===== src/rtl/uart_rx.sv =====
// Oversampling UART receiver: 2-flop line synchroniser feeding a start/data/stop FSM.
// Samples each bit at its midpoint using the shared s_tick strobe; LSB first.
module uart_rx #(
    parameter int DBIT    = 8,
    parameter int OS      = 16,
    parameter int SB_TICK = 16
) (
    input  logic            clk,
    input  logic            rst,
    input  logic            s_tick,
    input  logic            rx,
    output logic [DBIT-1:0] dout,
    output logic            rx_done_tick,
    output logic            rx_frame_err,
    output logic            rx_busy
);

    // state | meaning
    // IDLE  | line idle, waiting for a low level on rx_s
    // START | counting to the middle of the start bit
    // DATA  | sampling DBIT data bits at their midpoints
    // STOP  | counting SB_TICK ticks, then checking the stop level

    localparam int SMAX = (OS > SB_TICK) ? OS : SB_TICK;
    localparam int SW   = $clog2(SMAX);
    localparam int NW   = $clog2(DBIT);

    localparam logic [SW-1:0] S_MID_START = SW'(OS / 2 - 1);
    localparam logic [SW-1:0] S_MID_DATA  = SW'(OS - 1);
    localparam logic [SW-1:0] S_STOP_END  = SW'(SB_TICK - 1);
    localparam logic [NW-1:0] N_LAST      = NW'(DBIT - 1);

    typedef enum logic [1:0] {
        IDLE  = 2'd0,
        START = 2'd1,
        DATA  = 2'd2,
        STOP  = 2'd3
    } state_t;

    state_t          r_state;
    logic [SW-1:0]   r_s;
    logic [NW-1:0]   r_n;
    logic [DBIT-1:0] r_sr;
    logic [DBIT-1:0] r_dout;
    logic            r_done;
    logic            r_err;
    logic            r_sync1;
    logic            r_rx_s;

    // Synchroniser resets to the idle (high) line level so reset never looks like a start bit.
    always_ff @(posedge clk) begin
        if (rst) begin
            r_sync1 <= 1'b1;
            r_rx_s  <= 1'b1;
        end else begin
            r_sync1 <= rx;
            r_rx_s  <= r_sync1;
        end
    end

    always_ff @(posedge clk) begin
        if (rst) begin
            r_state <= IDLE;
            r_s     <= '0;
            r_n     <= '0;
            r_sr    <= '0;
            r_dout  <= '0;
            r_done  <= 1'b0;
            r_err   <= 1'b0;
        end else begin
            r_done <= 1'b0;
            r_err  <= 1'b0;
            case (r_state)
                IDLE: begin
                    if (!r_rx_s) begin
                        r_state <= START;
                        r_s     <= '0;
                    end
                end
                START: begin
                    if (s_tick) begin
                        if (r_s == S_MID_START) begin
                            if (!r_rx_s) begin
                                r_state <= DATA;
                                r_s     <= '0;
                                r_n     <= '0;
                            end else begin
                                r_state <= IDLE;
                            end
                        end else begin
                            r_s <= r_s + 1'b1;
                        end
                    end
                end
                DATA: begin
                    if (s_tick) begin
                        if (r_s == S_MID_DATA) begin
                            r_s  <= '0;
                            r_sr <= {r_rx_s, r_sr[DBIT-1:1]};
                            if (r_n == N_LAST) begin
                                r_state <= STOP;
                            end else begin
                                r_n <= r_n + 1'b1;
                            end
                        end else begin
                            r_s <= r_s + 1'b1;
                        end
                    end
                end
                STOP: begin
                    if (s_tick) begin
                        if (r_s == S_STOP_END) begin
                            r_state <= IDLE;
                            if (r_rx_s) begin
                                r_dout <= r_sr;
                                r_done <= 1'b1;
                            end else begin
                                r_err <= 1'b1;
                            end
                        end else begin
                            r_s <= r_s + 1'b1;
                        end
                    end
                end
                default: r_state <= IDLE;
            endcase
        end
    end

    assign dout         = r_dout;
    assign rx_done_tick = r_done;
    assign rx_frame_err = r_err;
    assign rx_busy      = (r_state != IDLE);

endmodule


===== config.mk =====
export PLATFORM = sky130hd
export DESIGN_NAME = uart_rx
export DESIGN_NICKNAME = d
export VERILOG_FILES = /design/src/rtl/uart_rx.sv
export SDC_FILE = /design/constraint.sdc
export NUM_CORES = 1
export LEC_CHECK = 0
export BUFFER_PORTS_ARGS = -buffer_cell sky130_fd_sc_hd__buf_2
export CAP_MARGIN = 0
export CORE_MARGIN = 2
export CORE_UTILIZATION = 50
export CTS_CLUSTER_DIAMETER = 200
export DETAILED_ROUTE_END_ITERATION = 10
export GPL_ROUTABILITY_DRIVEN = 1
export PLACE_DENSITY = 0.7
export RECOVER_POWER = 100
export SYNTH_ARGS = -nofsm -noshare
export SYNTH_HDL_FRONTEND = slang
export SYNTH_SLANG_ARGS = --single-unit

===== constraint.sdc =====
create_clock -name clk -period 2 [get_ports clk]
set_clock_uncertainty 0.15 [all_clocks]
set_input_delay 0.2 -clock clk [delete_from_list [all_inputs] [get_ports clk]]
set_output_delay 0.2 -clock clk [all_outputs]
set_load 0.02 [all_outputs]

# [Word-level counts from Yosys, hierarchy flattened]
# Cells that the tools add are included.
# Widths: inputs -> output; s select.
[word_totals] output_inout_bits=11 word_cells=67 register_bits=29
[classes] reduce_logical=9 addsub=2 n_eq_ne=17 n_mux=27 bitwise_logic=3
[op_table] op="$mux 4" n=7
[op_table] op="$ne 2x2->1 const B" n=11
[op_table] op="$mux 2" n=9
[op_table] op="$mux 3" n=6
[op_table] op="$pmux 4 s4" n=1
[op_table] op="$pmux 2 s4" n=1
[op_table] op="$reduce_and 4->1" n=2
[op_table] op="$reduce_and 8->1" n=1
[op_table] op="$reduce_and 7->1" n=1
[op_table] op="$pmux 3 s2" n=1
[op_table] op="$add 4x1->4 const B" n=1
[op_table] op="$eq 2x2->1 const B" n=2
[op_table] op="$eq 4x3->1 const B" n=1
[op_table] op="$eq 4x4->1 const B" n=1
[op_table] op="$reduce_bool 2->1" n=2
[op_table] op="$reduce_or 4->1" n=1
[op_table] op="$add 3x1->3 const B" n=1
[op_table] op="$eq 3x3->1 const B" n=1
[op_table] op="$not 1->1" n=3
[op_table] op="$reduce_and 3->1" n=1
[op_table] op="$eq 2x1->1 const B" n=1
[op_table] op="$logic_not 2->1" n=1
[op_table] op="$mux 1" n=2

# [Logic depth before layout (Yosys ltp)]
[logic_depth] depth_word=5 ltp_mapped=7

# [Least setup slack after synthesis]
# OpenSTA, ideal clock, no wires.
[synth_timing] path_kind="register to register" from="register r_s[0]" to="register r_dout[6] (netlist: dout[6])" path_stages_with_launch=8 setup_time_ps=128 path_buffers=2 period_less_slack_ps=1659 slack_ps=341 arrival_ps=1381 cell_sequence="dfxtp_1 ha_1 buf_4 and4_1 buf_4 nand4_4 mux2i_1 nor2_1"
[synth_between] elab_chain_len=2
[synth_rtl] element="start: declaration" line="41" text="logic [SW-1:0] r_s;"
[synth_rtl] element="start signal: assignment" line="91" text="r_s <= r_s + 1'b1;"
[synth_rtl] element="start signal: assignment" line="106" text="r_s <= r_s + 1'b1;"
[synth_rtl] element="start signal: assignment" line="121" text="r_s <= r_s + 1'b1;"
[synth_rtl] element="$eq 4x4->1" line="112" text="if (r_s == S_STOP_END) begin"
[synth_rtl] element="$reduce_and 4->1 (no source line)"
[synth_rtl] element="end signal: assignment" line="115" text="r_dout <= r_sr;"
[synth_rtl] element="end: declaration" line="44" text="logic [DBIT-1:0] r_dout;"
# No other way between the ends.
# A chain may end at the register's enable or synchronous reset.

# [Worst setup path after layout]
[layout_timing] from="register r_s[0]" to="register r_dout[1] (netlist: dout[1])"
# The elaborated chain is that of the path after synthesis.

==> impl_metrics.csv <==
group,metric,value,unit
final_layout,area_growth,10.41,%
sta,timing.fmax,0.5518,GHz
final_layout,seqCellArea,580.6,um^2
final_layout,multi_input_area,690.7,um^2
worst_setup_path,crit_family,"simple AND/OR/NAND/NOR gates",
drt,avgViaCountPerCell,5.478,
yosys,synthDominantCellAreaShare,42.73,%
worst_setup_path,r2r_slack,0.19,ns
worst_setup_path,critPathLaunchType,"flop",
pwr,switching_share,20.31,%
pwr,max-vdd-ir-drop,0.0005819,V
global_routing,grt_pass1_vias,947,
worst_setup_path,r2r_start,"r_s[0]$_SDFFE_PP0P_",
drt,drc,0,
worst_setup_path,worstPathCellList,"ha_1 > and4_1 > nand4_4 > mux2i_1 > nor2_1",
clocking,clk_pin_slew_worst_paths,0.09,ns
worst_setup_path,rr_worst_depth,5,
die,die_x,56.13,um
pwr,power,1.123,mW
clocking,cts_resized,0,
clocking,cts_sinks,29,
final_layout,diodes,0,
pwr,cellPowerDensity,748.7,nW/um^2
pwr,leakage,0.5993,nW
yosys,syn_inst,136,
clocking,clk-insertion-delay-late,0.32,ns
clocking,cts_setup_buffers,0,
sta,hold_ws,0.1281,ns
clocking,cts_max_path_buffers,2,
sta,setup_viol,0,
sta,slew_headroom,58.66,%
yosys,synth.distinct_cells,35,
status,status,"completed",
sta,slew_violations,0,
die,placementRows,18,
worst_setup_path,critPathLaunch,"r_s[0]$_SDFFE_PP0P_",
job,max_cap_violations,0,
worst_setup_path,cp.required,2.05,ns
pwr,internal_power,0.8950,mW
placement,dp.cells,175,
yosys,ys_ff_latch,29,
sta,tightest_slew,0.6192,ns
sta,finalHoldViolCount,0,
clocking,hold_buffers,1,
pwr,p_seq_share,52.2,%
worst_setup_path,end_kind,"flop",
final_layout,final_common_cell,"dfxtp_1",
yosys,ys_top_cells_by_area,"dfxtp_1, mux2i_1, nor2_1, ha_1, buf_6",
clocking,htreeDepth,2,
yosys,yosysWarnings,0,
pwr,power_frac_clock,44.2,%
global_routing,grt.overflow.total,0,
drt,wl_per_cell,12.51,um
die,core_area,2522,um^2
worst_setup_path,worst-path-stages,5,
final_layout,fin_cells,184,
sta,fin_crit_sh,90.62,%
final_layout,drive_gt1_share,16.23,%
placement,routabilityCongestion,0.8471,
pwr,p_sw,0.2282,mW
drt,drt_iter0_markers,15,
worst_setup_path,cp.arrival,1.86,ns
global_routing,grt_pass1_wl,4.029,mm
sta,rsz0062_at_grt,"no",
yosys,synth_area,1359,um^2
placement,io_buffers,14,
worst_setup_path,cp_slowest_stage_delay,0.38,ns
pwr,combPwrFrac,3.6,%
worst_setup_path,slowest_stage,"dfxtp_1",
drt,dr.pass1.iters,4,
yosys,synth_largest_area_cell,"dfxtp_1",
yosys,synth_nets,143,
worst_setup_path,critPathBufInv,0,
yosys,avgSynthCellArea,9.991,um^2
die,design.portCount,15,
sta,setup-tns-final,0,ns
global_routing,antenna_found_initial,0,
drt,postRouteWirelength,2.301,mm
global_routing,grt.total_usage,16.19,%
global_routing,grt_max_degree,33,
placement,hpwl,1.596,mm
clocking,cts_tree,"built",
worst_hold_path,hold_path_depth,3,
die,dieHeight,56.13,um
worst_hold_path,hold_path_class,"input pin to flop",
sta,finalCriticalPeriod,1.812,ns
worst_setup_path,worstSetupPathType,"flop to flop",
die,start_util,53.87,%
worst_setup_path,crit_path_max_fanout,9,
drt,antenna_left,0,
die,die_area,3151,um^2
clocking,cts_buffers,5,
clocking,clockRootBuffer,"clkbuf_4",
yosys,yosysSeqAreaShare,42.73,%
final_layout,fillers,223,
worst_setup_path,endpoint,"dout[1]$_SDFFE_PP0P_",
worst_setup_path,r2r_end,"dout[1]$_SDFFE_PP0P_",
final_layout,final_nets,160,
drt,num_vias,1008,
final_layout,layout_common_cells,"dfxtp_1, nor2_1, mux2i_1",
-- power by group through the flow --
stage / Clock [mW] / Sequential [mW] / Combinational, mW
4_1_cts: 0.510 / 0.587 / 0.0408
3_3_place_gp: 0 / 0.600 / 0.0386
6_report: 0.497 / 0.586 / 0.0401
3_5_place_dp: 0 / 0.600 / 0.0394
5_1_grt: 0.537 / 0.588 / 0.0440
2_1_floorplan: 0 / 0.597 / 0.0326
-- registers in the layout, summed over array words and instances (netlist names), named ones only --
register and count:
r_s 4, r_state 1, rx_frame_err 1, r_rx_s 1, dout 8, r_sr 8
rx_done_tick 1, r_n 3, r_sync1 1
-- per-layer routing --
metal  vias to the layer above  GRT usage, %  wire length [um]
met5                         -             0                 0
met4                         0         4.762                21
met3                         3         6.977               116
met2                        19         26.22              1074
met1                       477         19.45              1088
li1                        509             -                 -
-- how the worst min path moves through the flow --
stage,start,to,slack [ns]
2_1_floorplan,rx,r_sync1$_SDFF_PP1_,0.15
3_3_place_gp,rx,r_sync1$_SDFF_PP1_,0.24
3_5_place_dp,rx,r_sync1$_SDFF_PP1_,0.25
4_1_cts,s_tick,r_s[2]$_SDFFE_PP0P_,0.11
5_1_grt,s_tick,r_s[2]$_SDFFE_PP0P_,0.11
6_report,s_tick,r_s[2]$_SDFFE_PP0P_,0.13
-- area by class of cell --
class | instances | share of cell area, %
clock buffers | 7 | 3.670
clock inverters | 1 | 2.002
inverters | 2 | 0.5004
multi-input cells | 95 | 46.04
flip-flops and latches | 29 | 38.70
well taps | 30 | 2.502
repair buffers | 20 | 6.589
-- cell families (layout without fill, tap and decap cells) --
logic type,count (synthesis),after routing,share of synthesized area [%]
adders and majority gates,3,3,2.763
DFF,29,29,42.73
and+or+nand+nor,53,53,21.64
AOI/OAI and AO/OA,20,20,12.34
xor gates and xnor gates,1,1,1.197
buffers and inverters,12,30,6.077
muxes,18,18,13.26
-- worst reg2reg max path, cell delays in order, from the launching register on --
cell	delay, ns
dfxtp_1	0.38
ha_1	0.33
and4_1	0.30
nand4_4	0.23
mux2i_1	0.24
nor2_1	0.06
-- through the flow --
| stage | instance area (um^2) | setup slack [ns] | utilization, % |
|---|---|---|---|
| 5_1_grt | 1500 | 0.02350 | 59.47 |
| 6_report | 1500 | 0.1877 | 59.47 |
| 2_1_floorplan | 1359 | 0.3412 | - |
| 4_1_cts | 1524 | 0.1518 | 60.42 |
| 3_5_place_dp | 1429 | 0.1673 | 56.65 |
| 3_3_place_gp | 1429 | 0.2326 | 56.65 |
-- cell usage after synthesis (all sizes together) --
master / count
dfxtp: 29
nor2: 22
mux2i: 18
buf: 8
nand3: 6
a211oi: 5
nand2: 5
nand2b: 5
nor3: 5
o21ai: 5
a21oi: 3
a31oi: 3
ha: 3
or2: 3
clkbuf: 2
inv: 2
nand4: 2
a2111oi: 1
a21boi: 1
and2: 1
and4: 1
and4b: 1
nand3b: 1
nor3b: 1
o211ai: 1
o2bb2ai: 1
xnor2: 1
Power figures use the tool's default switching activity.
